<file path="config.mk">
export PLATFORM = sky130hd
export DESIGN_NAME = ifetch_ctrl
export DESIGN_NICKNAME = d
export VERILOG_FILES = /design/src/rtl/ifetch_ctrl.sv
export SDC_FILE = /design/constraint.sdc
export NUM_CORES = 1
export LEC_CHECK = 0
export CAP_MARGIN = 15
export CORE_MARGIN = 8
export CORE_UTILIZATION = 48
export CTS_CLUSTER_DIAMETER = 40
export DETAILED_ROUTE_END_ITERATION = 8
export GPL_ROUTABILITY_DRIVEN = 0
export PLACE_DENSITY = 0.81
export SYNTH_ARGS = -nofsm -noshare
export SYNTH_HDL_FRONTEND = slang
export SYNTH_SLANG_ARGS = --single-unit
export TNS_END_PERCENT = 10
</file>
<file path="constraint.sdc">
create_clock -name clk -period 3 [get_ports clk]
set_clock_uncertainty 0.15 [all_clocks]
set_input_delay 0.6 -clock clk [delete_from_list [all_inputs] [get_ports clk]]
set_output_delay 0.6 -clock clk [all_outputs]
set_load 0.02 [all_outputs]
</file>
<file path="src/rtl/ifetch_ctrl.sv">
// PC generation and instruction-bus control ahead of the fetch stage.
// Keeps one ibus request in flight, squashes stale responses after a redirect, and parks data during stalls.

package ifetch_pkg;
    typedef struct packed {
        logic        valid;
        logic [63:0] addr;
    } ibus_req_t;

    typedef struct packed {
        logic        addr_ok;
        logic        data_ok;
        logic [31:0] data;
    } ibus_resp_t;
endpackage

module ifetch_ctrl
    import ifetch_pkg::*;
#(
    parameter logic [63:0] RESET_PC = 64'h0000_0000_8000_0000
) (
    input  logic        clk,
    input  logic        reset,
    output ibus_req_t   ireq,
    input  ibus_resp_t  iresp,
    input  logic        redirect,
    input  logic [63:0] redirect_pc,
    input  logic        stall,
    output logic        out_valid,
    output logic [63:0] out_pc,
    output logic [31:0] out_instr,
    output logic        out_misalign
);

    typedef enum logic [1:0] {
        FETCH = 2'd0,
        HOLD  = 2'd1,
        DROP  = 2'd2
    } state_t;

    state_t      state;
    logic [63:0] pc;
    logic [63:0] pending_pc;
    logic [31:0] hold_instr;
    logic        misalign;
    logic        unused_addr_ok;

    assign misalign       = (pc[1:0] != 2'b00);
    assign unused_addr_ok = iresp.addr_ok;

    always_ff @(posedge clk) begin
        if (!reset) begin
            pc         <= RESET_PC;
            state      <= FETCH;
            pending_pc <= '0;
            hold_instr <= '0;
        end else begin
            unique case (state)
                FETCH: begin
                    if (misalign) begin
                        if (redirect)
                            pc <= redirect_pc;
                        else if (!stall)
                            pc <= pc + 64'd4;
                    end else if (iresp.data_ok) begin
                        if (redirect)
                            pc <= redirect_pc;
                        else if (stall) begin
                            hold_instr <= iresp.data;
                            state      <= HOLD;
                        end else
                            pc <= pc + 64'd4;
                    end else if (redirect) begin
                        // The bus cannot abort, so wait out the stale response first.
                        pending_pc <= redirect_pc;
                        state      <= DROP;
                    end
                end
                HOLD: begin
                    if (redirect) begin
                        pc    <= redirect_pc;
                        state <= FETCH;
                    end else if (!stall) begin
                        pc    <= pc + 64'd4;
                        state <= FETCH;
                    end
                end
                DROP: begin
                    if (iresp.data_ok) begin
                        pc    <= redirect ? redirect_pc : pending_pc;
                        state <= FETCH;
                    end else if (redirect)
                        pending_pc <= redirect_pc;
                end
                default: state <= FETCH;
            endcase
        end
    end

    // A redirect in the same cycle always suppresses the presented instruction.
    always_comb begin
        ireq.valid   = 1'b0;
        ireq.addr    = pc;
        out_valid    = 1'b0;
        out_pc       = pc;
        out_instr    = '0;
        out_misalign = misalign;
        if (reset) begin
            unique case (state)
                FETCH: begin
                    if (misalign) begin
                        out_valid = !redirect;
                    end else begin
                        ireq.valid = 1'b1;
                        out_valid  = iresp.data_ok && !redirect;
                        out_instr  = iresp.data;
                    end
                end
                HOLD: begin
                    out_valid = !redirect;
                    out_instr = hold_instr;
                end
                DROP: ireq.valid = 1'b1;
                default: ;
            endcase
        end
    end

endmodule

</file>
==> impl_results.md, run 1 <==
* Post-synthesis net count at 1389
* WP data required at 2250 ps
* XOR/XNOR Fraction of Synth Area at 0%
* First-pass DRT Iterations at 5
* Post-synth EDFFs at 0
* Fmax at 0.3481 GHz
* Synth Area in Simple Gates at 28.13%
* Largest family of logic cells by synthesized area: simple AND/OR/NAND/NOR gates
* CP Max Fanout at 3
* # IOs at 265
* Nets@finish at 1553
* Most common cell after layout, fill and taps aside: nand2_1
* Cells after DPL at 1665
* Worst Tran Pin Value at 752.4 ps
* Initial core utilization at 48.85%
* RSZ-0062 raised after global routing: no
* Post-synthesis mux area share at 0.9893%
* CTS max path bufs at 2
* Worst setup margin at 127.6 ps
* P per Cell Area at 537.2 mW/mm2
* Core box area at 0.01864 mm2
* Register bit total from synthesis at 162
* Worst hold slack at 303.1 ps
* Fin crit share at 95.75%
* CTS buffer count at 17
* Layout fillers at 1649
* Ys async rst share at 0%
* Layout cells sized above 1 at 6.972%
* Critical-path top delay cell: clkdlybuf4s50_1
* Die ar. at 0.02363 mm2
* DR WL/cell at 18.32 um
* Post-CTS setup buffer count at 0
* Post-Syn Area at 0.009106 mm2
* # clock sinks at 162
* Vias in the first global route at 9512
* Final min period at 2872 ps
* CP arrival at 2120 ps
* Final hold violation count at 0
* Commonest cells after routing, fill and taps aside: 308 x nand2_1, 230 x clkdlybuf4s50_1, 161 x dfxtp_1
* Port buffer count at 263
* Vias at 10.06k
* Post-synthesis sequential area ratio at 35.61%
* Endpoints failing setup at 0
* Core Util, Final at 65.46%
* Routed WL at 31100 um
* Hold_buf cts at 0
* Post-Synth Adder-Cell Area at 0.1374%
* Residual DRC at 0
* Static Leak at 0.004428 uW
* GRT overflow at 0
* Post-DR vias/cell at 5.925
* Critical path capture point type: primary output
* Clk pin slew, worst setup/hold paths at 60 ps
* Final HPWL DP at 21650 um
* Antenna violations before repair at 2
* Compound-gate portion of the synthesized area at 24.94%
* Skew-Pair Late Insertion Delay at 420 ps
* Slew headroom at 49.84%
* CP peak stage delay at 590 ps
* Outcome: finished, final reports clean
* Worst setup SP type: input pin
* Antenna violation net count after detailed routing at 0
* Most used DFF post-synth: dfxtp_1
* Largest net degree at the start of global routing at 141
* CTS H-tree lvls at 4
* Non-Filler Instances at 1698
* Area delta synth->final at 34.02%
* Worst IR Drop VDD at 0.0003971 V
* Die width at 153.7 um
* Fin. max-slew vios at 0
* First-pass GRT wire length at 49000 um
* # rows at 50
* Iteration-0 DRC Markers at 834
* CTS tree: done
* Yosys cell types at 63
* Worst setup path class: input pin to primary output
* Max Cap Viol at 0
* Cells after Synth at 1286
* Chip height at 153.7 um
* Synth Warn # at 0
* Pre-CTS setup slack at -84.61 ps
* Crit path top cell by count: clkdlybuf4s50_1
* Pwr Total at 6557 uW
* GRT Total Usage at 25.10%
* Root Buffer: clkbuf_16
* Worst path cell trace: clkdlybuf4s50_1, nor4_2, nor3_1, clkdlybuf4s50_1
* Hold Path Class: flip-flop to flip-flop
* Syn Area/Cell at 7.081 um2
metrics by stage:
step,TNS (ps),instance area (um2)
2_1_floorplan,0,9106
3_3_place_gp,-3.689,11600
3_5_place_dp,-84.61,11600
4_1_cts,-71.16,12200
5_1_grt,0,12200
6_report,0,12200
state kept, by name (all words and copies together), names as in the netlist:
signal and count:
hold_instr 32, out_pc 64, pending_pc 64, state 2
critical path: cells and delay by family:
kind | cells | cell delay, ps
buf+inv | 2 | 1040
simple gates | 2 | 480
cell usage after synthesis (3+ instances only):
library cell  number  area share (%)
nand2_1          308              13
dfxtp_1          162              36
a21oi_1          150             8.2
nor2_1            90             3.7
o21ai_0           86             4.7
clkbuf_1          85             3.5
buf_4             68             5.6
a22oi_1           39             3.2
nand3_1           29             1.6
and3_1            24             1.6
o211ai_1          19             1.6
nor4_1            17             1.2
nand4_1           16             1.1
nor3_1            14            0.77
o22ai_1           13            0.89
o21ai_1           12            0.66
a31oi_1           11            0.76
inv_1             11            0.45
buf_2             10            0.55
nand2b_1          10            0.69
mux2i_1            9            0.99
or3_1              9            0.62
and4_1             8            0.77
a32oi_1            7            0.67
and2_1             7            0.48
o31a_1             7            0.67
a41oi_1            4            0.38
nor3_2             4            0.44
o31ai_1            4            0.33
a221o_1            3            0.33
a221oi_1           3            0.29
nor2b_1            3            0.21
o2bb2ai_1          3            0.29
where the power goes:
group          leakage [uW]  internal, uW  total, uW  switching (uW)
sequential          0.00132          2300       2500             193
combinational       0.00279           752       1720             968
clock              0.000311          1460       2340             879
metal layers:
layer / up-vias / track usage, % / wire [um]
met5: - / 0 / 13
met4: 2 / 10.41 / 928
met3: 74 / 7.679 / 3153
met2: 471 / 41.32 / 14630
met1: 4709 / 29.96 / 12370
li1: 4804 / - / -
timing repair:
action	4_1_cts	5_1_grt
setup endpoints to repair	33	1
resized for setup	34	1
gates cloned	0	0
final timing paths:
kind              slack (ps)              to  depth (start not counted)            from
setup / recovery         130       out_valid                          4       iresp[32]
hold / removal           300  pending_pc[60]                          2  pending_pc[60]
setup reg to reg         350      out_pc[60]                          8       out_pc[3]
hold reg to reg          300  pending_pc[60]                          2  pending_pc[60]
cell families (layout without fill, tap and decap cells):
kind of cell             Yosys count  in the layout
AO/OA/AOI/OAI                    380            380
adder cells (fa/ha/maj)            1              1
buffers and inverters            176            353
flip-flops                       162            162
multiplexers                       9              9
other                              0              1
AND/OR/NAND/NOR                  558            558
layout make-up:
type                    count  area [um2]  share of cell area [%]
inverters                  12       47.55                  0.3896
multi-input cells         948        4972                   40.74
repair buffers            309        3014                   24.70
well taps                 234       292.8                   2.399
clock inverters             9       152.6                   1.251
diodes                      1       2.502                 0.02050
clock buffers              23       478.0                   3.916
flip-flops and latches    162        3244                   26.58
(Power assumes the default switching activity.)
==> run 2, diff against run 1 <==
CORE_MARGIN = 2   (was 8)
==> run 2 against run 1 <==
Against the previous run:
- maximum frequency is 0.14% lower
- global-route usage is 3.6 points higher
- utilization is 0.37 points lower
- die area fell by 15%
- critical endpoint unchanged
- sequential share of layout area up 0.14 points
- first-iteration DRC count rose by 18%
- via count rose by 2.0%
==> impl_results.md, run 2 (synthesis gave the netlist of run 1 again) <==
* Outcome: finished, final reports clean
* GRT overflow at 0 (unchanged)
* Residual DRC at 0 (unchanged)
* Met2 Use GR at 48.13% (+6.8 points)
* Placed Area at 0.01158 mm2 (-0.15%)
* Met3 usage at 6.716% (-0.96 points)
* Skew-Pair Late Insertion Delay at 420 ps (about the same)
* CP arrival at 2130 ps (about the same)
* Cells after DPL at 1659 (-0.36%)
* GRT Total Usage at 28.71% (+3.6 points)
* First-pass GRT wire length at 46990 um (-4.1%)
* Antenna cells at 0 (-1)
* Worst Tran Pin Value at 675.8 ps (-76.56 ps)
* # rows at 50 (unchanged)
* DR WL/cell at 17.75 um (-3.1%)
* Nets@finish at 1547 (-0.39%)
* Vias in the first global route at 9304 (-2.2%)
* First-pass DRT Iterations at 5 (unchanged)
* Worst IR Drop VDD at 0.0004205 V (+5.9%)
* Final min period at 2876 ps (+4.054 ps)
* GR Util met1 at 35.61% (+5.6 points)
* Vias at 10.26k (+2.0%)
* Final HPWL DP at 20690 um (-4.4%)
* # clock sinks at 162 (unchanged)
* Area delta synth->final at 33.26%
* Routed WL at 29990 um (-3.6%)
* Post-DR vias/cell at 6.076 (+2.6%)
* Most common cell after layout, fill and taps aside: nand2_1
* Iteration-0 DRC Markers at 984 (+18%)
* WP data required at 2250 ps (about the same)
* Design area at 0.01214 mm2 (-0.56%)
* Worst setup path class: flip-flop to primary output
* CTS max path bufs at 2 (unchanged)
* Antenna violations before repair at 2 (unchanged)
* CTS buffer count at 17 (unchanged)
* Endpoints failing setup at 0 (unchanged)
* Non-Filler Instances at 1689 (-0.53%)
* Chip height at 141.7 um (-7.8%)
* Core box area at 0.01864 mm2 (unchanged)
* Critical-path top delay cell: clkdlybuf4s50_1
* Critical path capture point type: primary output
* Final hold violation count at 0 (unchanged)
* Die ar. at 0.02009 mm2 (-15%)
* CP peak stage delay at 600 ps (about the same)
* RSZ-0062 raised after global routing: no
* Slew headroom at 54.78% (+4.9 points)
* Root Buffer: clkbuf_16
* Pwr Total at 6415 uW (-2.2%)
* Initial core utilization at 48.85% (unchanged)
* Static Leak at 0.004396 uW (-0.73%)
* Commonest cells after routing, fill and taps aside: 308 x nand2_1, 229 x clkdlybuf4s50_1, 162 x dfxtp_1
* Fin. max-slew vios at 0 (unchanged)
* GRT busiest layer: met2
* Worst path cell trace: buf_4, nor4_2, nor3_1, clkdlybuf4s50_1
* Worst setup SP type: flip-flop
* CP Max Fanout at 7 (+4)
* Layout cells sized above 1 at 6.598% (-0.37 points)
* Die width at 141.7 um (-7.8%)
* Fin crit share at 95.88% (+0.14 points)
* Antenna violation net count after detailed routing at 0 (unchanged)
* # IOs at 265 (unchanged)
* Hold Path Class: flip-flop to flip-flop
* Clk pin slew, worst setup/hold paths at 60 ps (about the same)
* CTS H-tree lvls at 4 (unchanged)
* Fmax at 0.3476 GHz (-0.14%)
* Max Cap Viol at 0 (unchanged)
* P per Cell Area at 528.6 mW/mm2 (-1.6%)
* Largest net degree at the start of global routing at 111 (-21%)
* CTS tree: done
* Port buffer count at 263 (unchanged)
* Hold_buf cts at 0 (unchanged)
## run 2: cell type report
| cell class | instances | area, um2 |
|---|---|---|
| tap | 234 | 292.8 |
| clock inverter | 10 | 135.1 |
| inverter | 12 | 47.55 |
| clock buffer | 20 | 446.7 |
| sequential | 162 | 3243 |
| fill | 1671 | 6507 |
| multi-input combinational | 948 | 4977 |
| timing repair buffer | 303 | 2993 |
## run 2: worst max-delay path: cells and delay by family, from the launching register on
family / cells / cell delay (ps)
flops: 1 / 380
simple gates: 2 / 540
buf+inv: 2 / 790
## run 2: worst paths after layout
kind                            slack (ps)            from              to  depth (start not counted)
worst max register to register         290       out_pc[3]      out_pc[60]                          7
worst min register to register         300  pending_pc[29]  pending_pc[29]                          2
worst max-delay path                   120        state[0]       out_valid                          4
worst min-delay path                   300  pending_pc[29]  pending_pc[29]                          2
## run 2: per-stage QoR
step                worst slack [ps]  hold slack [ps]  util [%]  setup TNS, ps
floorplan                      523.9            281.9         -              0
global placement              -14.81            287.7     62.13         -14.81
detailed placement            -20.95            295.1     62.13         -20.95
CTS                           -89.92            303.7     65.05         -89.92
global route                   27.44            321.5     65.09              0
finish                         123.5            303.5     65.09              0
## run 2: layer usage
layer | wire (um) | vias up
met5 | 13 | -
met4 | 913 | 2
met3 | 2939 | 77
met2 | 14220 | 584
met1 | 11900 | 4803
li1 | - | 4796
## run 2: power by group
group,internal [uW],switching [uW]
registers,2300,205
clock network,1320,873
logic,751,961
## run 2: timing repair
item | CTS | global route
resized for setup | 33 | 2
buffers inserted | 0 | 0
setup endpoints to repair | 33 | 2
gates cloned | 0 | 0
==> run 3, diff against run 2 <==
CAP_MARGIN = 20   (was 15)
CTS_CLUSTER_SIZE = 25   (was unset)
==> results of run 3 <==
No change in the layout: final DEF, timing and power equal those of run 2.
